### src/rtl/load_store_unit.sv
// load_store_unit
//   Data-memory access unit between execute and writeback. Takes the effective
//   address (alu_out), store data (rs2_data) and funct3 from execute, runs one
//   request/acknowledge transaction to data memory, aligns and extends load
//   data, and holds the pipeline through stall while the access is pending.
//
//   Ports
//     clk, rst            clock (rising edge), async active-high reset
//     start               access request, sampled only in IDLE
//     mem_read/mem_write  access direction
//     fn3                 RV32I funct3 (size / sign)
//     addr, wdata         effective address, store data
//     stall               freeze PC/pipeline while the access is pending
//     done                one-cycle completion pulse
//     load_data           aligned, extended load result (held)
//     fault, fault_cause  one-cycle reject/abort pulse, held cause
//                         (01 misaligned, 10 illegal op, 11 timeout)
//     dmem_*              data-memory request/acknowledge interface
//
//   state | meaning
//   IDLE  | waiting for start; decodes and validates the request
//   REQ   | dmem_req asserted, waiting for dmem_ack or timeout
//   RESP  | done pulse, load_data updated
//   ERR   | fault pulse, fault_cause updated
module load_store_unit #(
    parameter int N       = 32,
    parameter int TIMEOUT = 255,
    parameter int TW      = 8
) (
    input  logic         clk,
    input  logic         rst,
    input  logic         start,
    input  logic         mem_read,
    input  logic         mem_write,
    input  logic [2:0]   fn3,
    input  logic [N-1:0] addr,
    input  logic [N-1:0] wdata,
    output logic         stall,
    output logic         done,
    output logic [N-1:0] load_data,
    output logic         fault,
    output logic [1:0]   fault_cause,
    output logic         dmem_req,
    output logic         dmem_we,
    output logic [N-1:0] dmem_addr,
    output logic [3:0]   dmem_be,
    output logic [N-1:0] dmem_wdata,
    input  logic         dmem_ack,
    input  logic [N-1:0] dmem_rdata
);

    typedef enum logic [1:0] {
        IDLE = 2'd0,
        REQ  = 2'd1,
        RESP = 2'd2,
        ERR  = 2'd3
    } state_t;

    localparam logic [TW-1:0] TMO_LAST = TW'(TIMEOUT - 1);

    state_t        state;
    logic [TW-1:0] tmo_cnt;
    logic [2:0]    fn3_q;
    logic [1:0]    lane_q;

    logic          is_access;
    logic          illegal;
    logic          misaligned;
    logic [3:0]    be_next;
    logic [N-1:0]  wdata_next;
    logic [7:0]    rd_byte;
    logic [15:0]   rd_half;
    logic [N-1:0]  load_ext;

    assign is_access = start && (mem_read || mem_write);

    // stall is combinational so the pipeline freezes in the very cycle start
    // is presented; it also drops at once when reset hits mid-transaction.
    assign stall = ((state == IDLE) && is_access) || (state == REQ);

    always_comb begin
        illegal = 1'b0;
        if (mem_read && mem_write) begin
            illegal = 1'b1;
        end else if (mem_read) begin
            illegal = (fn3 == 3'b011) || (fn3 == 3'b110) || (fn3 == 3'b111);
        end else begin
            illegal = (fn3 != 3'b000) && (fn3 != 3'b001) && (fn3 != 3'b010);
        end
    end

    // fn3[1:0] encodes size for both loads and stores: 00 byte, 01 half, 10 word.
    assign misaligned = ((fn3[1:0] == 2'b01) && addr[0]) ||
                        ((fn3[1:0] == 2'b10) && (addr[1:0] != 2'b00));

    always_comb begin
        be_next    = 4'b1111;
        wdata_next = wdata;
        case (fn3[1:0])
            2'b00: begin
                be_next    = 4'b0001 << addr[1:0];
                wdata_next = {4{wdata[7:0]}};
            end
            2'b01: begin
                be_next    = 4'b0011 << addr[1:0];
                wdata_next = {2{wdata[15:0]}};
            end
            default: begin
                be_next    = 4'b1111;
                wdata_next = wdata;
            end
        endcase
    end

    always_comb begin
        rd_byte = 8'h00;
        case (lane_q)
            2'd0: rd_byte = dmem_rdata[7:0];
            2'd1: rd_byte = dmem_rdata[15:8];
            2'd2: rd_byte = dmem_rdata[23:16];
            2'd3: rd_byte = dmem_rdata[31:24];
            default: rd_byte = 8'h00;
        endcase
        rd_half  = lane_q[1] ? dmem_rdata[31:16] : dmem_rdata[15:0];
        load_ext = dmem_rdata;
        case (fn3_q)
            3'b000:  load_ext = {{(N-8){rd_byte[7]}}, rd_byte};
            3'b001:  load_ext = {{(N-16){rd_half[15]}}, rd_half};
            3'b100:  load_ext = {{(N-8){1'b0}}, rd_byte};
            3'b101:  load_ext = {{(N-16){1'b0}}, rd_half};
            default: load_ext = dmem_rdata;
        endcase
    end

    always_ff @(posedge clk or posedge rst) begin
        if (rst) begin
            state       <= IDLE;
            tmo_cnt     <= '0;
            fn3_q       <= '0;
            lane_q      <= '0;
            done        <= 1'b0;
            fault       <= 1'b0;
            fault_cause <= 2'b00;
            load_data   <= '0;
            dmem_req    <= 1'b0;
            dmem_we     <= 1'b0;
            dmem_addr   <= '0;
            dmem_be     <= 4'b0000;
            dmem_wdata  <= '0;
        end else begin
            case (state)
                IDLE: begin
                    done  <= 1'b0;
                    fault <= 1'b0;
                    if (is_access) begin
                        if (illegal) begin
                            state       <= ERR;
                            fault       <= 1'b1;
                            fault_cause <= 2'b10;
                        end else if (misaligned) begin
                            state       <= ERR;
                            fault       <= 1'b1;
                            fault_cause <= 2'b01;
                        end else begin
                            state      <= REQ;
                            tmo_cnt    <= '0;
                            fn3_q      <= fn3;
                            lane_q     <= addr[1:0];
                            dmem_req   <= 1'b1;
                            dmem_we    <= mem_write;
                            dmem_addr  <= {addr[N-1:2], 2'b00};
                            dmem_be    <= be_next;
                            dmem_wdata <= wdata_next;
                        end
                    end
                end
                REQ: begin
                    if (dmem_ack) begin
                        state    <= RESP;
                        done     <= 1'b1;
                        dmem_req <= 1'b0;
                        dmem_we  <= 1'b0;
                        if (!dmem_we) begin
                            load_data <= load_ext;
                        end
                    end else if (tmo_cnt == TMO_LAST) begin
                        // Last permitted REQ cycle without ack: abort.
                        state       <= ERR;
                        fault       <= 1'b1;
                        fault_cause <= 2'b11;
                        dmem_req    <= 1'b0;
                        dmem_we     <= 1'b0;
                    end else begin
                        tmo_cnt <= tmo_cnt + 1'b1;
                    end
                end
                RESP: begin
                    done  <= 1'b0;
                    state <= IDLE;
                end
                ERR: begin
                    fault <= 1'b0;
                    state <= IDLE;
                end
                default: begin
                    state <= IDLE;
                end
            endcase
        end
    end

endmodule

### config.mk
export PLATFORM = sky130hd
export DESIGN_NAME = load_store_unit
export DESIGN_NICKNAME = d
export VERILOG_FILES = /design/src/rtl/load_store_unit.sv
export SDC_FILE = /design/constraint.sdc
export NUM_CORES = 1
export LEC_CHECK = 0
export CAP_MARGIN = 20
export CORE_MARGIN = 5
export CORE_UTILIZATION = 45
export CTS_CLUSTER_SIZE = 20
export DETAILED_ROUTE_END_ITERATION = 12
export PLACE_DENSITY = 0.86
export SLEW_MARGIN = 0
export SYNTH_ARGS = -nofsm -noshare
export SYNTH_HDL_FRONTEND = slang
export SYNTH_SLANG_ARGS = --single-unit
### constraint.sdc
create_clock -name clk -period 4.7 [get_ports clk]
set_clock_uncertainty 0.05 [all_clocks]
set_input_delay 0.94 -clock clk [delete_from_list [all_inputs] [get_ports clk]]
set_output_delay 0.94 -clock clk [all_outputs]
set_load 0.01 [all_outputs]
==> results.txt, run 1 <==
----------------------------------------------------
[Route]
  TritonRoute pass-1 iters ... 7
  DR vias/cell ... between 5 and 6
  Detailed Route Iter0 Violations ... between 500 and 600
  WL final ... 17.02 mm
  Post-route DRC ... 0
  Top Layer Used ... met4
  Met3 Wirelength ... 1.938 mm
  Detailed-routed wire length on met2 ... between 8 and 9 mm
  Final routed wire length divided by cell count ... about 17 µm
  Number of antenna-violating nets in the routed design ... 0
  Routed metal-1 wirelength ... 6.548 mm
  Total via count after detailed routing ... 5355

[Worst setup path]
  Setup slack of the worst register-to-register path ... ~1.9 ns
  Required arrival time at the worst endpoint ... between 3 and 4 ns
  Number of cells on the worst reg-to-reg path ... 4
  Element type at the critical path end ... output pin
  Critical path launch point type ... input port
  Largest fanout of any net on the critical path ... 6
  Data arrival time at the worst-slack endpoint ... between 2 and 3 ns
  Worst setup path category ... in2out

[Placement]
  # placed instances ... between 900 and 1000
  Detailed Place HPWL ... 12.09 mm
  Number of port buffers ... roughly 210
  Worst setup slack before clock tree synthesis ... 1.180 ns
  Weighted congestion at the end of routability-driven global placement ... 0.8482

[Final layout]
  Number of diodes ... 0
  Final nets ... 942
  Growth of design area from synthesis to finish ... 47.79%
  Proportion of layout cells with a drive suffix above 1 ... 6.147%
  Post-route non-filler standard cell count ... between 1000 and 1500
  Final design utilization ... 67.05%

[Floorplan]
  Floorplan Core Area ... approximately 12000 µm²
  Full die area ... 14910 µm²
  Die Wd ... ~120 µm
  Vertical extent of the die ... between 100 and 150 µm
  Initial cell density of the core ... 45.37%
  IO Pins ... 212
  Placement row count ... 41

[Synthesis]
  Top flip-flop cell by instance count after synthesis ... sky130_fd_sc_hd__dfrtp_1
  Share of Yosys cell area claimed by the top area cell type ... 52.65%
  Most area-hungry cell type in the Yosys netlist ... sky130_fd_sc_hd__dfrtp_1
  Number of synthesized flops with an enable pin ... 0
  Number of instances in the synthesized netlist ... 638
  Warning count from the yosys run ... 0
  Count of different cell masters after synthesis ... 50
  Post-synthesis sequential element count ... between 100 and 150
  Most numerous cell in the Yosys netlist ... sky130_fd_sc_hd__nand2_1
  Most frequent cells after synthesis ... sky130_fd_sc_hd__nand2_1, sky130_fd_sc_hd__dfrtp_1, sky130_fd_sc_hd__o21ai_0
  Average footprint of a synthesized cell ... 8.864 µm²
  Leading post-synthesis cells by cell area ... sky130_fd_sc_hd__dfrtp_1, sky130_fd_sc_hd__nand2_1, sky130_fd_sc_hd__o21ai_0, sky130_fd_sc_hd__mux2i_1, sky130_fd_sc_hd__a21oi_1
  Proportion of synthesized chip area in sequential cells ... around 53%
  Share of flip-flops with an asynchronous set or reset after synthesis ... 100.0%
  Post-synthesis instance area ... ~5700 µm²

[Pwr]
  Internal Dissipation ... about 0.0034 W
  Flop pwr share ... 36.1%
  Peak VDD IR ... 0.3441 mV
  Leakage power figure ... approximately 3.7 nW
  Sw Share ... between 30% and 40%
  Clock share of power ... 22.0%
  Total power per unit cell area ... 624.0 nW/µm²
  Fraction of power consumed by combinational cells ... 41.9%
  Switching power of the nets ... 0.001821 W

[Timing]
  Final Max Slew Viols ... 0
  Setup violations, final ... 0
  Final total negative setup slack ... 0 ns
  Worst path setup slack after routing ... 1.210 ns
  Max-Slew Margin vs Limit ... 33.09%
  Slew at the pin with the worst max-slew slack ... around 1 ns
  RSZ-0062 raised after global routing ... no
  Max Clk Rate ... 286.5 MHz
  Final hold violation count ... 0
  Period Utilization, post-route ... between 70% and 80%
  Min Clock Period, post-route ... 3.490 ns
  Worst hold slack after final layout ... 0.4220 ns

[Clock tree]
  Total number of clock tree sinks ... 119
  Max Buffers Root-to-Sink ... 2
  Cts-stage hold buffer count ... 0
  TritonCTS clock tree ... yes
  # resized after CTS ... 0
  Clock Pin Slew Worst Setup and Hold Paths ... 0.05 ns
  Clock latency reported for the late side of the worst-skew pair ... about 0.41 ns
  Post-CTS setup buffers ... 0
  CTS HTree Levels ... 4
  Buffer cell driving the clock tree root ... sky130_fd_sc_hd__clkbuf_16
  Number of clock buffers inserted by TritonCTS ... 17

[Global routing]
  Pin count of the biggest net entering global routing ... 120
  Via count of the first global-routing pass ... 5325
  GR Util All Layers ... 23.57%
  Antenna violations before repair ... 0
  First-pass GRT wire length ... between 20 and 30 mm
  Overall overflow remaining after global route ... 0

[Run]
  Number of violations of the max-capacitance limit ... 0

[Worst hold path]
  Type of the tightest min-delay check ... reg2reg
  Worst hold path cell count ... 2

[Outcome]
  Status ... completed

----------------------------------------------------
cell type report:
type / count / area [µm²]
clock buffer: 26 / 499.2
clock inverter: 4 / 20.02
fill: 987 / 4108
inverter: 7 / 28.78
multi-input combinational: 473 / 2452
sequential: 119 / 2978
tap: 172 / 215.2
timing repair buffer: 217 / 2165
final timing paths:
| kind | from | endpoint |
|---|---|---|
| max reg2reg | lane_q[1]$_DFFE_PP0P_ | load_data[24]$_DFFE_PP0P_ |
| min in group asynchronous | rst | dmem_addr[24]$_DFFE_PP0P_ |
| min | dmem_wdata[0]$_DFFE_PP0P_ | dmem_wdata[0]$_DFFE_PP0P_ |
| min reg2reg | dmem_wdata[0]$_DFFE_PP0P_ | dmem_wdata[0]$_DFFE_PP0P_ |
| max | mem_write | stall |
| max in group asynchronous | rst | tmo_cnt[2]$_DFFE_PP0P_ |
power by group through the flow:
stage / Sequential, W / Clock (W) / Combinational (W)
after floorplan: 0.00198 / 0 / 0.000844
after global placement: 0.00187 / 0 / 0.00214
after detailed placement: 0.00189 / 0 / 0.00219
after CTS: 0.00188 / 0.00116 / 0.00221
after global routing: 0.00196 / 0.00121 / 0.00239
final: 0.00188 / 0.00115 / 0.00219
layer usage:
layer	up-vias	global-route usage (%)
met5	-	0
met4	0	8.258
met3	34	10.31
met2	240	37.57
met1	2530	28.60
li1	2551	-
state kept, by name, summed over array words and instances (netlist names), 2 cells and up:
| name | cells |
|---|---|
| fn3_q | 3 |
| tmo_cnt | 8 |
| fault_cause | 2 |
| dmem_be | 4 |
| lane_q | 2 |
| dmem_addr | 30 |
| load_data | 32 |
| state | 2 |
| dmem_wdata | 32 |
placed cells by master (no fill, tap or decap), types with 3 or more instances in the layout:
cell type and instances:
sky130_fd_sc_hd__a21o_1 3, sky130_fd_sc_hd__a21oi_1 43, sky130_fd_sc_hd__a31oi_1 11, sky130_fd_sc_hd__and3_1 4
sky130_fd_sc_hd__buf_4 7, sky130_fd_sc_hd__clkbuf_1 5, sky130_fd_sc_hd__clkbuf_16 17, sky130_fd_sc_hd__clkbuf_8 4
sky130_fd_sc_hd__clkdlybuf4s50_1 209, sky130_fd_sc_hd__clkinv_2 4, sky130_fd_sc_hd__dfrtp_1 119, sky130_fd_sc_hd__inv_1 6
sky130_fd_sc_hd__mux2_2 8, sky130_fd_sc_hd__mux2i_1 25, sky130_fd_sc_hd__nand2_1 203, sky130_fd_sc_hd__nand2b_1 3
sky130_fd_sc_hd__nand3_1 5, sky130_fd_sc_hd__nand3b_1 3, sky130_fd_sc_hd__nand4_1 4, sky130_fd_sc_hd__nor2_1 40
sky130_fd_sc_hd__nor3_1 10, sky130_fd_sc_hd__o21ai_0 59, sky130_fd_sc_hd__o21ai_1 4, sky130_fd_sc_hd__o22ai_1 8
sky130_fd_sc_hd__or3_1 6
cells by family after synthesis:
logic type	after synthesis	share of synthesized area (%)
DFF	119	52.65
AOI/OAI and AO/OA	143	14.45
muxes	34	6.416
and+or+nand+nor	291	21.53
xor gates and xnor gates	1	0.1549
buffers and inverters	47	4.292
other	1	0.06631
adders and majority gates	2	0.4424
critical path: stages:
cell	delay [ns]
sky130_fd_sc_hd__clkdlybuf4s50_1	0.53
sky130_fd_sc_hd__o21ai_1	0.41
sky130_fd_sc_hd__a21oi_1	0.13
sky130_fd_sc_hd__clkdlybuf4s50_1	0.50
stage by stage:
stage               cell area [µm²]  total power [W]
floorplan                      5659         0.002820
global placement               7839         0.004009
detailed placement             7839         0.004075
CTS                            8358         0.005254
global route                   8358         0.005570
finish                         8358         0.005215
No activity file was read; power rests on OpenSTA's default activity.
==> run 2, diff against run 1 <==
- clock period: 4.7 -> 3.6 ns (I/O delays scaled with it)
==> run 2 against run 1 <==
Compared with the run above: non-clock buffer count rose by 5; clock-buffer cell count fell by 2; critical path type unchanged; critical path depth did not move; core utilization rose by 1.2 points; combinational power rose by 34%; cell area rose by 1.7%.
==> results.txt, run 2 (synthesis gave the netlist of run 1 again) <==
----------------------------------------------------
[Outcome]
  Status ... completed

[Placement]
  # placed instances ... 993 (+0.51%)
  Number of port buffers ... 209 (unchanged)
  Detailed Place HPWL ... 12.07 mm (-0.17%)
  Weighted congestion at the end of routability-driven global placement ... 0.8648 (+2.0%)

[Pwr]
  Internal Dissipation ... 0.004600 W (+36%)
  Peak VDD IR ... 0.4198 mV (+22%)
  Tot Pwr ... 0.006983 W (+34%)
  Switching power of the nets ... 0.002384 W (+31%)
  Flop pwr share ... 33.9% (-2.2 points)
  Clock share of power ... 23.9% (+1.9 points)
  Sw Share ... 34.13% (-0.79 points)
  Fraction of power consumed by combinational cells ... 42.2% (+0.3 points)
  Total power per unit cell area ... 821.4 nW/µm² (+32%)
  Leakage power figure ... 3.782 nW (+1.6%)

[Route]
  Total via count after detailed routing ... 5308 (-0.88%)
  Final routed wire length divided by cell count ... 16.35 µm (-2.2%)
  WL final ... 16.76 mm (-1.5%)
  Number of antenna-violating nets in the routed design ... 0 (unchanged)
  TritonRoute pass-1 iters ... 4 (-3)
  Detailed Route Iter0 Violations ... 466 (-11%)
  Post-route DRC ... 0 (unchanged)
  DR vias/cell ... 5.179 (-1.6%)

[Worst setup path]
  Dominant delay contributor by cell family on the critical path ... buffers and inverters
  Ordered list of cells on the worst path ... clkdlybuf4s50_1 -> o21ai_1 -> a21oi_1 -> clkdlybuf4s50_1
  Slowest cell delay on critical path ... 0.59 ns (+0.06 ns)
  Critical path launch point type ... input port
  Data arrival time at the worst-slack endpoint ... 2.25 ns (-0.25 ns)
  Largest fanout of any net on the critical path ... 6 (unchanged)
  Number of cells on the worst reg-to-reg path ... 6 (+2)
  Setup crit end ... stall
  Crit-path slowest cell ... sky130_fd_sc_hd__clkdlybuf4s50_1
  Source of the worst register-to-register timing path ... state[1]$_DFFE_PP0P_
  Most Frequent Cell on Critical Path ... sky130_fd_sc_hd__clkdlybuf4s50_1
  Setup slack of the worst register-to-register path ... 1.39 ns (-0.54 ns)
  Worst setup path category ... in2out
  CP Launch Point ... mem_write
  Element type at the critical path end ... output pin
  Required arrival time at the worst endpoint ... 2.83 ns (-0.88 ns)
  Number of logic stages on the critical path including buffering ... 4 (unchanged)
  Terminus of the critical flop-to-flop path ... dmem_be[3]$_DFFE_PP0P_
  Buffering stage count on the worst path with inverters included ... 2 (unchanged)

[Final layout]
  Proportion of layout cells with a drive suffix above 1 ... 7.151% (+1.0 points)
  Post-route non-filler standard cell count ... 1025 (+0.69%)
  Number of diodes ... 0 (unchanged)
  Biggest regs ... dmem_wdata: 32 flops, load_data: 32 flops, dmem_addr: 30 flops
  Count of filler cells inserted in the layout ... 968 (-1.9%)
  Final design utilization ... 68.20% (+1.2 points)
  Highest-count cells in the layout ignoring fill and taps ... sky130_fd_sc_hd__clkdlybuf4s50_1, sky130_fd_sc_hd__nand2_1, sky130_fd_sc_hd__dfrtp_1
  Growth of design area from synthesis to finish ... 50.33%
  Leading cell type in the layout, fill and taps excluded ... sky130_fd_sc_hd__clkdlybuf4s50_1
  Final nets ... 947 (+0.53%)

[Timing]
  Final total negative setup slack ... 0 ns (unchanged)
  Worst hold slack after final layout ... 0.4197 ns (-0.002355 ns)
  Period Utilization, post-route ... 83.88%
  Final Max Slew Viols ... 0 (unchanged)
  Final hold violation count ... 0 (unchanged)
  Max-Slew Margin vs Limit ... 48.76% (+16 points)
  RSZ-0062 raised after global routing ... no
  Max Clk Rate ... 331.1 MHz
  Min Clock Period, post-route ... 3.020 ns
  Slew at the pin with the worst max-slew slack ... 0.7686 ns (-0.2351 ns)
  Setup violations, final ... 0 (unchanged)

[Global routing]
  Via count of the first global-routing pass ... 5367 (+0.79%)
  Overall overflow remaining after global route ... 0 (unchanged)
  First-pass GRT wire length ... 26.93 mm (-2.1%)
  Pin count of the biggest net entering global routing ... 49 (-59%)
  GR Util All Layers ... 22.97% (-0.59 points)
  Antenna violations before repair ... 0 (unchanged)

[Floorplan]
  Vertical extent of the die ... 122.1 µm (unchanged)
  Initial cell density of the core ... 45.37% (unchanged)
  Full die area ... 14910 µm² (unchanged)
  Floorplan Core Area ... 12470 µm² (unchanged)
  Die Wd ... 122.1 µm (unchanged)
  IO Pins ... 212 (unchanged)
  Placement row count ... 41 (unchanged)

[Clock tree]
  TritonCTS clock tree ... yes
  Post-CTS setup buffers ... 0 (unchanged)
  Clock Pin Slew Worst Setup and Hold Paths ... 0.05 ns (about the same)
  Clock latency reported for the late side of the worst-skew pair ... 0.40 ns (about the same)
  Number of clock buffers inserted by TritonCTS ... 17 (unchanged)
  Cts-stage hold buffer count ... 0 (unchanged)
  Total number of clock tree sinks ... 119 (unchanged)
  # resized after CTS ... 0 (unchanged)
  Max Buffers Root-to-Sink ... 2 (unchanged)
  Buffer cell driving the clock tree root ... sky130_fd_sc_hd__clkbuf_16
  CTS HTree Levels ... 4 (unchanged)

[Worst hold path]
  Startpoint of the lowest-slack hold path ... dmem_wdata[3]$_DFFE_PP0P_
  Type of the tightest min-delay check ... reg2reg

[Run]
  Number of violations of the max-capacitance limit ... 0 (unchanged)

----------------------------------------------------
-- run 2: cell types whose count changed in the layout (fill, tap and decap cells not counted) --
cell	delta
sky130_fd_sc_hd__buf_12	+3
sky130_fd_sc_hd__clkinvlp_4	+3
sky130_fd_sc_hd__buf_4	+2
sky130_fd_sc_hd__bufinv_16	+2
sky130_fd_sc_hd__clkbuf_1	-2
sky130_fd_sc_hd__inv_4	-1
-- run 2: final cells by class --
type | count | area (µm²) | area share (%)
flip-flops and latches | 119 | 2978 | 35.03
multi-input cells | 473 | 2452 | 28.84
repair buffers | 222 | 2240 | 26.34
clock buffers | 24 | 491.7 | 5.784
well taps | 172 | 215.2 | 2.531
clock inverters | 8 | 95.09 | 1.118
inverters | 7 | 30.03 | 0.3532
-- run 2: how the worst min path moves through the flow --
stage / slack (ns) / end / cells past startpoint
after CTS: 0.42 / dmem_wdata[3]$_DFFE_PP0P_ / 2
final: 0.42 / dmem_wdata[3]$_DFFE_PP0P_ / 2
after detailed placement: 0.41 / dmem_addr[20]$_DFFE_PP0P_ / 2
after global routing: 0.44 / dmem_addr[24]$_DFFE_PP0P_ / 2
after global placement: 0.41 / dmem_addr[6]$_DFFE_PP0P_ / 2
after floorplan: 0.42 / fn3_q[2]$_DFFE_PP0P_ / 2
-- run 2: power groups by stage --
stage                     combinational, W  sequential [W]  clock, W
final                              0.00294         0.00237   0.00167
after global routing               0.00323         0.00246   0.00176
after CTS                          0.00297         0.00237   0.00169
after detailed placement           0.00295         0.00238         0
after global placement             0.00290         0.00236         0
after floorplan                    0.00110         0.00258         0
-- run 2: per-layer routing --
metal | wire, µm | share of wire [%] | track usage (%)
met4 | 285 | 1.7 | 6.578
met5 | 0 | 0 | 0
met2 | 8028 | 48 | 37.60
met1 | 6537 | 39 | 27.56
met3 | 1907 | 11 | 10.17
-- run 2: through the flow --
| step | worst slack, ns | instance area, µm² |
|---|---|---|
| finish | 0.5802 | 8502 |
| global route | 0.4623 | 8502 |
| CTS | 0.5740 | 8502 |
| detailed placement | 0.5721 | 7915 |
| global placement | 0.6006 | 7915 |
| floorplan | 1.375 | 5663 |
-- run 2: worst register-to-register path: stages, from the launching register on --
cell	delay (ns)
sky130_fd_sc_hd__dfrtp_1	0.45
sky130_fd_sc_hd__or2_1	0.36
sky130_fd_sc_hd__nor2_1	0.30
sky130_fd_sc_hd__and3_2	0.50
sky130_fd_sc_hd__buf_12	0.27
sky130_fd_sc_hd__nor2_1	0.06
sky130_fd_sc_hd__a31oi_1	0.14
==> run 3, diff against run 2 <==
- clock period: 3.6 -> 3 ns (I/O delays scaled with it)
==> run 3 against run 2 <==
Compared with the run above: clock-buffer cell count shrank 1; die area is the same; worst hold slack lost 0.0027 ns; global-route usage shrank 0.21 points; sequential share of layout area shrank 0.23 points; wire length grew 0.61%; cell area grew 0.65%; cell count grew 0.29%; worst setup slack lost 0.35 ns; sequential cell count is the same; via count grew 1.1%; non-clock buffer count grew 4.
==> results.txt, run 3 (synthesis gave the netlist of run 1 again) <==
----------------------------------------------------
[Worst setup path]
  Terminus of the critical flop-to-flop path ... dmem_be[3]$_DFFE_PP0P_
  Number of cells on the worst reg-to-reg path ... 6 (unchanged)
  Source of the worst register-to-register timing path ... state[1]$_DFFE_PP0P_
  Worst setup path category ... in2out
  Data arrival time at the worst-slack endpoint ... 2.12 ns (-0.13 ns)
  Critical path launch point type ... input port
  Setup slack of the worst register-to-register path ... 1.04 ns (-0.35 ns)
  Required arrival time at the worst endpoint ... 2.35 ns (-0.48 ns)
  Element type at the critical path end ... output pin
  Largest fanout of any net on the critical path ... 5 (-1)

[Outcome]
  Status ... completed

[Clock tree]
  Clock latency reported for the late side of the worst-skew pair ... 0.41 ns (about the same)
  Clock Pin Slew Worst Setup and Hold Paths ... 0.05 ns (about the same)
  Total number of clock tree sinks ... 119 (unchanged)
  Number of clock buffers inserted by TritonCTS ... 17 (unchanged)
  Cts-stage hold buffer count ... 0 (unchanged)
  CTS HTree Levels ... 4 (unchanged)
  # resized after CTS ... 0 (unchanged)
  TritonCTS clock tree ... yes
  Max Buffers Root-to-Sink ... 2 (unchanged)
  Post-CTS setup buffers ... 0 (unchanged)
  Buffer cell driving the clock tree root ... sky130_fd_sc_hd__clkbuf_16

[Pwr]
  Sw Share ... 33.90% (-0.23 points)
  Peak VDD IR ... 0.6039 mV (+44%)
  Switching power of the nets ... 0.002869 W (+20%)
  Leakage power figure ... 3.813 nW (+0.81%)
  Fraction of power consumed by combinational cells ... 42.0% (-0.2 points)
  Total power per unit cell area ... 989.0 nW/µm² (+20%)
  Tot Pwr ... 0.008463 W (+21%)
  Flop pwr share ... 33.6% (-0.3 points)
  Clock share of power ... 24.4% (+0.5 points)
  Internal Dissipation ... 0.005594 W (+22%)

[Final layout]
  Post-route cell area ... 8557 µm² (+0.65%)
  Growth of design area from synthesis to finish ... 51.31%
  Number of diodes ... 0 (unchanged)
  Final nets ... 951 (+0.42%)
  Highest-count cells in the layout ignoring fill and taps ... sky130_fd_sc_hd__clkdlybuf4s50_1, sky130_fd_sc_hd__nand2_1, sky130_fd_sc_hd__dfrtp_1
  Biggest regs ... dmem_wdata: 32 flops, load_data: 32 flops, dmem_addr: 30 flops
  Proportion of layout cells with a drive suffix above 1 ... 7.477% (+0.33 points)
  Count of filler cells inserted in the layout ... 938 (-3.1%)
  Leading cell type in the layout, fill and taps excluded ... sky130_fd_sc_hd__clkdlybuf4s50_1
  Storage element area ... 2978 µm² (unchanged)
  Combined area of the multi-input logic cells ... 2452 µm² (unchanged)

[Timing]
  Slew at the pin with the worst max-slew slack ... 0.6251 ns (-0.1435 ns)
  Final total negative setup slack ... 0 ns (unchanged)
  Period Utilization, post-route ... 92.19%
  Setup violations, final ... 0 (unchanged)
  Final Max Slew Viols ... 0 (unchanged)
  RSZ-0062 raised after global routing ... no
  Final hold violation count ... 0 (unchanged)
  Max-Slew Margin vs Limit ... 58.24% (+9.5 points)
  Min Clock Period, post-route ... 2.766 ns
  Max Clk Rate ... 361.6 MHz

[Floorplan]
  Placement row count ... 41 (unchanged)
  Initial cell density of the core ... 45.37% (unchanged)
  Full die area ... 14910 µm² (unchanged)
  Die Wd ... 122.1 µm (unchanged)
  Floorplan Core Area ... 12470 µm² (unchanged)
  Vertical extent of the die ... 122.1 µm (unchanged)
  IO Pins ... 212 (unchanged)

[Placement]
  Weighted congestion at the end of routability-driven global placement ... 0.8803 (+1.8%)
  Detailed Place HPWL ... 12.26 mm (+1.6%)
  DP Area ... 7958 µm² (+0.54%)
  Number of port buffers ... 209 (unchanged)

[Worst hold path]
  Startpoint of the lowest-slack hold path ... dmem_addr[6]$_DFFE_PP0P_
  Hold endpoint ... dmem_addr[6]$_DFFE_PP0P_
  Type of the tightest min-delay check ... reg2reg
  Worst hold path cell count ... 2 (unchanged)

[Global routing]
  Antenna violations before repair ... 0 (unchanged)
  GR Layer Usage met2 ... 37.60% (unchanged)
  Overall overflow remaining after global route ... 0 (unchanged)
  GR Util All Layers ... 22.76% (-0.21 points)
  Met3 capacity usage during global routing ... 9.981% (-0.19 points)
  Most heavily used metal layer in global routing ... met2
  Via count of the first global-routing pass ... 5263 (-1.9%)
  Met1 Resource Use GR ... 26.30% (-1.3 points)
  First-pass GRT wire length ... 26.24 mm (-2.6%)
  Pin count of the biggest net entering global routing ... 78 (+59%)

[Route]
  Total via count after detailed routing ... 5366 (+1.1%)
  TritonRoute pass-1 iters ... 6 (+2)
  WL final ... 16.86 mm (+0.61%)
  DR vias/cell ... 5.220 (+0.80%)
  Detailed Route Iter0 Violations ... 397 (-15%)
  Final routed wire length divided by cell count ... 16.40 µm (+0.32%)
  Number of antenna-violating nets in the routed design ... 0 (unchanged)
  Post-route DRC ... 0 (unchanged)

[Run]
  Number of violations of the max-capacitance limit ... 0 (unchanged)

----------------------------------------------------
run 3: cell types whose count changed in the layout (fill, tap and decap cells not counted), sizes merged:
| cell | before | now |
|---|---|---|
| buf | 13 | 17 |
| bufinv | 2 | 3 |
| clkbuf | 24 | 23 |
| clkinvlp | 3 | 2 |
run 3: how the worst max path moves through the flow:
stage | startpoint | to | slack, ns | depth (start not counted)
final | mem_read | stall | 0.23 | 4
after global routing | mem_read | stall | 0.18 | 4
after CTS | mem_read | stall | 0.25 | 4
after detailed placement | fn3[1] | dmem_be[1]$_DFFE_PP0P_ | 0.24 | 7
after global placement | mem_read | stall | 0.27 | 4
after floorplan | rst | dmem_addr[10]$_DFFE_PP0P_ | 0.89 | 1
run 3: worst max-delay path: stages:
cell                              delay (ns)
sky130_fd_sc_hd__clkdlybuf4s50_1        0.50
sky130_fd_sc_hd__o21ai_1                0.39
sky130_fd_sc_hd__a21oi_1                0.12
sky130_fd_sc_hd__clkdlybuf4s50_1        0.50
run 3: layer usage:
| metal | up-vias | routed length (µm) |
|---|---|---|
| met1 | 2538 | 6473 |
| met4 | 0 | 391 |
| met3 | 32 | 1888 |
| li1 | 2568 | - |
| met5 | - | 0 |
| met2 | 228 | 8107 |
run 3: cell type report:
type / count / share of cell area, %
clock buffer: 23 / 5.586
clock inverter: 8 / 1.418
inverter: 7 / 0.3509
multi-input combinational: 473 / 28.66
sequential: 119 / 34.80
tap: 172 / 2.515
timing repair buffer: 226 / 26.67
run 3: power by group through the flow:
stage | sequential [W] | clock [W] | combinational (W)
3_3_place_gp | 0.00283 | 0 | 0.00350
4_1_cts | 0.00285 | 0.00208 | 0.00359
3_5_place_dp | 0.00285 | 0 | 0.00356
5_1_grt | 0.00295 | 0.00216 | 0.00388
6_report | 0.00284 | 0.00206 | 0.00356
2_1_floorplan | 0.00310 | 0 | 0.00132
run 3: metrics by stage:
stage               util (%)  hold slack [ns]  instances  worst slack [ns]
finish                 68.64           0.4169       1028            0.2344
global route           68.64           0.4341       1028            0.1828
CTS                    68.64           0.4243       1028            0.2502
detailed placement     63.84           0.4118        997            0.2430
global placement       63.84           0.4065        997            0.2685
floorplan                  -           0.4191        639            0.8946
==> RTL edit 1: new RTL, config.mk and constraints of run 3 <==
`TIMEOUT`: 255 -> 128.
--- a/src/rtl/load_store_unit.sv
+++ b/src/rtl/load_store_unit.sv
@@ -26,3 +26,3 @@
     parameter int N       = 32,
-    parameter int TIMEOUT = 255,
+    parameter int TIMEOUT = 128,
     parameter int TW      = 8
Behaviour: no difference found for any inputs over 4 cycles, from zero or initial values and one cycle with rst high; that may be too few to reach the edited logic, so the function may still have changed.
==> RTL edit 1 against run 3 <==
Area after synthesis down 0.86%; routed wire length up 0.22%; setup slack better by 0.15 ns; final cell count down 9.6%; power up 0.11%; critical path depth unchanged; global-route usage up 0.67 points; highest routed layer unchanged; register-to-register slack worse by 0.19 ns; cell area down 1.7%; sequential cell count unchanged; hold slack better by 0.012 ns; clock power down 4%; combinational power about the same.
==> RTL edit 1: results (changes against run 3) <==
stage,metric,value,unit,change
setup_path,r2r_start,tmo_cnt[0]$_DFFE_PP0P_,,
power_and_ir_drop,vdd_drop_max,479.9,µV,-21%
clock_network,cts_resized,0,,unchanged
clock_network,clockBufferDepth,2,,unchanged
setup_path,critPathLaunch,mem_read,,
logic_synthesis,post_synth_num_cell_types,50,,unchanged
clock_network,insertion_delay,0.42,ns,
detailed_routing,drtIter0Drc,461,,+16%
cells_and_area,drive_above_1_share,8.936,%,+1.5 points
cells_and_area,largest_registers,"dmem_wdata (32), load_data (32), dmem_addr (30)",,
power_and_ir_drop,leakagePower,3.569,nW,-6.4%
clock_network,clk_pin_slew,0.05,ns,about the same
global_route,grt_pass1_wl,27150,µm,+3.5%
setup_path,cp_data_arrival_time,1.96,ns,-0.16 ns
clock_network,numCtsBuffers,17,,unchanged
detailed_routing,wl_per_cell,18.19,µm,+11%
setup_path,regToRegSetupSlack,0.85,ns,-0.19 ns
detailed_routing,drt-met1-wl,6241,µm,-3.6%
logic_synthesis,ys_warn_count,0,,unchanged
logic_synthesis,synthCells,548,,-14%
detailed_routing,highest_layer,met4,,
setup_path,cp-endpoint,stall,,
detailed_routing,firstDrtPassIters,5,,-1
run_status,run_status,"complete, no violations",,
cells_and_area,fin_nets,856,,-10%
global_route,grt_antenna_before_repair,0,,unchanged
setup_path,r2r_end,tmo_cnt[7]$_DFFE_PP0P_,,
setup_path,crit_fanout,4,,-1
logic_synthesis,synth_common_cells,"dfrtp_1, nand2_1, nor2_1",,
logic_synthesis,async_reset_ff_share,100.0,%,unchanged
place,gp_congestion,0.9700,,+10%
setup_path,cpPeakStageDelay,0.57,ns,+0.07 ns
setup_path,reg2reg_depth,6,,unchanged
detailed_routing,num_vias,4993,,-7.0%
clock_network,post_cts_buffers,0,,unchanged
clock_network,cts-root-buf,clkbuf_16,,
global_route,grt_pass1_vias,5312,,+0.93%
logic_synthesis,ys_seq_area_share,53.11,%,+0.46 points
detailed_routing,routed-wl-met3,1512,µm,-20%
logic_synthesis,yosys-top-cells-area,"dfrtp_1, mux2_1, nand2_1",,
min_path,hp-class,reg -> reg,,
place,postPlaceCellArea,7843,µm²,-1.4%
place,dp_hpwl,12310,µm,+0.43%
detailed_routing,met2_length,8656,µm,+6.8%
place,portBuffers,209,,unchanged
power_and_ir_drop,p_switching,2.890,mW,+0.75%
setup_path,slowest_stage,clkdlybuf4s50_1,,
sta,relSlewSlack,36.05,%,-22 points
global_route,grt_max_degree,67,,-14%
global_route,grt_use_total,23.43,%,+0.67 points
clock_network,h-tree-depth,4,,unchanged
place,dp_cells,899,,-9.8%
cells_and_area,diodes,0,,unchanged
cells_and_area,final_cell_count_no_fill,929,,-9.6%
RTL edit 1: changes by cell type in the layout (fill, tap and decap cells not counted), moves of 12 or more:
cell	delta
nand2_1	-122
mux2_1	+30
o21ai_0	-30
o21ai_1	+28
mux2_2	+12
RTL edit 1: metal layers:
metal | up-vias | GRT usage (%)
met4 | 0 | 9.454
met5 | - | 0
met3 | 43 | 8.310
li1 | 2334 | -
met2 | 233 | 41.31
met1 | 2383 | 25.69
RTL edit 1: logic make-up (layout without fill, tap and decap cells):
group,count (synthesis),after routing,synth area share (%)
simple gates,165,165,13.12
compound gates,137,137,14.17
flops,119,119,53.11
mux,77,77,15.09
buf+inv,47,259,4.061
fa+ha+maj,1,1,0.2231
other cells,1,2,0.06689
xor+xnor,1,1,0.1562
RTL edit 1: worst min path at each step:
stage / start / end / slack, ns / cells past startpoint
4_1_cts: dmem_wdata[20]$_DFFE_PP0P_ / dmem_wdata[20]$_DFFE_PP0P_ / 0.43 / 2
3_5_place_dp: dmem_wdata[20]$_DFFE_PP0P_ / dmem_wdata[20]$_DFFE_PP0P_ / 0.42 / 2
2_1_floorplan: tmo_cnt[0]$_DFFE_PP0P_ / tmo_cnt[0]$_DFFE_PP0P_ / 0.42 / 1
5_1_grt: dmem_wdata[6]$_DFFE_PP0P_ / dmem_wdata[6]$_DFFE_PP0P_ / 0.46 / 1
6_report: dmem_wdata[20]$_DFFE_PP0P_ / dmem_wdata[20]$_DFFE_PP0P_ / 0.43 / 2
3_3_place_gp: dmem_wdata[27]$_DFFE_PP0P_ / dmem_wdata[27]$_DFFE_PP0P_ / 0.42 / 2
RTL edit 1: final cells by class:
class                   instances  area (µm²)
clock buffers                  28       536.8
repair buffers                219        2192
flip-flops and latches        119        2978
well taps                     168       210.2
fillers                       904        3697
inverters                      10       41.29
clock inverters                 2       35.03
multi-input cells             383        2421
RTL edit 1: through the flow:
stage,power [mW],worst slack (ns)
4_1_cts,8.533,0.3896
6_report,8.472,0.3872
3_3_place_gp,6.335,0.3521
2_1_floorplan,4.511,0.8946
3_5_place_dp,6.520,0.2264
5_1_grt,8.989,0.3609
RTL edit 1: power groups by stage:
stage	registers [mW]	logic (mW)	clock network (mW)
after floorplan	3.08	1.43	0
after global placement	2.89	3.44	0
after detailed placement	2.96	3.56	0
after CTS	2.95	3.59	1.99
after global routing	3.07	3.85	2.07
final	2.95	3.55	1.97
RTL edit 1: critical path: cells and delay by family:
kind / cells / cell delay (ns)
compound gates: 2 / 0.27
buf+inv: 2 / 1.10
==> RTL edit 2: new RTL, settings of run 3 <==
Made on the original files. Re-encode `state_t` (4 states) as Gray code, 2 bits wide.
--- a/src/rtl/load_store_unit.sv
+++ b/src/rtl/load_store_unit.sv
@@ -52,6 +52,6 @@
     typedef enum logic [1:0] {
-        IDLE = 2'd0,
-        REQ  = 2'd1,
-        RESP = 2'd2,
-        ERR  = 2'd3
+        IDLE = 2'b00,
+        REQ  = 2'b01,
+        RESP = 2'b11,
+        ERR  = 2'b10
     } state_t;
Check against the original RTL: same outputs for any inputs over 4 cycles, from zero or initial values and one cycle with rst high; so few cycles prove little.
==> RTL edit 2 against run 3 <==
Clock power rose by 2%; routed wire length rose by 3.4%; power rose by 1.6%; register-to-register slack got worse by 0.56 ns; cell area barely moved; first-iteration DRC count rose by 12%; critical path type is now reg -> out; highest routed layer unchanged; area after synthesis barely moved; sequential cell count did not move; setup slack improved by 0.012 ns.
==> RTL edit 2: results (changes against run 3) <==
stage,metric,value,unit,change
detailed_routing,viasPerCell,5.235,,+0.28%
cells_and_area,largest_registers,"dmem_wdata (32), load_data (32), dmem_addr (30)",,
min_path,hp-class,reg -> reg,,
power_and_ir_drop,leakagePower,3.803,nW,-0.25%
global_route,grt_pass1_vias,5412,,+2.8%
place,dp_hpwl,12280,µm,+0.16%
logic_synthesis,synthMuxAreaShare,6.611,%,+0.19 points
detailed_routing,met2_length,8800,µm,+8.5%
place,place_ws,0.2241,ns,-0.01889 ns
detailed_routing,highest_layer,met4,,
logic_synthesis,ys_seq_area_share,52.62,%,about the same
global_route,met2_usage,39.85,%,+2.2 points
setup_path,cpPeakStageDelay,0.53,ns,+0.03 ns
setup_path,slowest_stage,clkdlybuf4s50_1,,
clock_network,insertion_delay,0.42,ns,
detailed_routing,drtIter0Drc,445,,+12%
cells_and_area,drive_above_1_share,7.135,%,-0.34 points
global_route,grt_use_total,23.78,%,+1.0 points
setup_path,cp_data_arrival_time,2.10,ns,-0.02 ns
clock_network,h-tree-depth,4,,unchanged
place,portBuffers,209,,unchanged
cells_and_area,fin_nets,953,,+0.21%
logic_synthesis,post_synth_num_cell_types,46,,-8.0%
detailed_routing,wl_per_cell,16.97,µm,+3.5%
sta,worstMarginPinSlew,1.092,ns,+0.4672 ns
global_route,grt_pass1_wl,27430,µm,+4.5%
global_route,grt_antenna_before_repair,0,,unchanged
global_route,grt_use_met3,9.331,%,-0.65 points
clock_network,clk_pin_slew,0.05,ns,about the same
power_and_ir_drop,vdd_drop_max,647.1,µV,+7.2%
clock_network,post_cts_buffers,0,,unchanged
setup_path,crit_family,buffers and inverters,,
place,gp_congestion,0.8281,,-5.9%
logic_synthesis,synth_common_cells,"nand2_1, dfrtp_1, o21ai_0",,
clock_network,cts-root-buf,clkbuf_16,,
global_route,grt_max_degree,93,,+19%
clock_network,numCtsBuffers,17,,unchanged
logic_synthesis,synthAdderAreaFrac,1.105,%,+0.66 points
detailed_routing,firstDrtPassIters,5,,-1
logic_synthesis,async_reset_ff_share,100.0,%,unchanged
setup_path,crit_fanout,12,,+7
clock_network,cts_resized,0,,unchanged
logic_synthesis,synth-xor-area-share,0.1548,%,about the same
logic_synthesis,yosys-top-cells-area,"dfrtp_1, nand2_1, o21ai_0",,
detailed_routing,routed-wl-met3,1407,µm,-25%
run_status,run_status,"complete, no violations",,
cells_and_area,num-fill-cells,972,,+3.6%
cells_and_area,diodes,0,,unchanged
detailed_routing,drt-met1-wl,6930,µm,+7.1%
global_route,grtUsageMet1,27.89,%,+1.6 points
logic_synthesis,synth-compound-area-share,15.01,%,+0.57 points
logic_synthesis,ys_warn_count,0,,unchanged
clock_network,clockBufferDepth,2,,unchanged
[RTL edit 2: cell types whose count changed after synthesis, moves of 4 or more]
cell,change
or4_1,+4
or3_1,-4
clkbuf_1,+14
buf_2,-11
o31ai_1,+6
inv_1,+5
[RTL edit 2: power breakdown]
part           leakage [nW]  switching (mW)  internal [mW]
Sequential             1.48           0.500           2.35
Clock                 0.302           0.715           1.38
Combinational          2.02            1.76           1.88
[RTL edit 2: worst paths after layout]
kind / start / depth (start not counted) / slack [ns] / end
min: dmem_addr[9]$_DFFE_PP0P_ / 2 / 0.42 / dmem_addr[9]$_DFFE_PP0P_
max reg2reg: state[1]$_DFFE_PP0P_ / 6 / 0.48 / tmo_cnt[0]$_DFFE_PP0P_
min in group asynchronous: rst / 2 / 0.58 / dmem_req$_DFFE_PP0P_
min reg2reg: dmem_addr[9]$_DFFE_PP0P_ / 2 / 0.42 / dmem_addr[9]$_DFFE_PP0P_
max in group asynchronous: rst / 3 / 1.67 / load_data[13]$_DFFE_PP0P_
max: state[1]$_DFFE_PP0P_ / 5 / 0.25 / stall
[RTL edit 2: metrics by stage]
stage	total power [mW]	std cells	util [%]	area (µm²)	hold WS, ns
after floorplan	4.476	644	-	5667	0.4410
after global placement	6.388	996	63.74	7945	0.4061
after detailed placement	6.506	996	63.74	7945	0.4114
after CTS	8.668	1027	68.60	8552	0.4241
after global routing	9.150	1027	68.60	8552	0.4361
final	8.595	1027	68.60	8552	0.4195
[RTL edit 2: final cells by class]
type	instances	area, µm²	area share [%]
clock inverter	9	122.6	1.434
clock buffer	22	484.2	5.662
multi-input combinational	472	2471	28.90
inverter	12	48.80	0.5706
timing repair buffer	221	2232	26.10
sequential	119	2978	34.82
tap	172	215.2	2.516
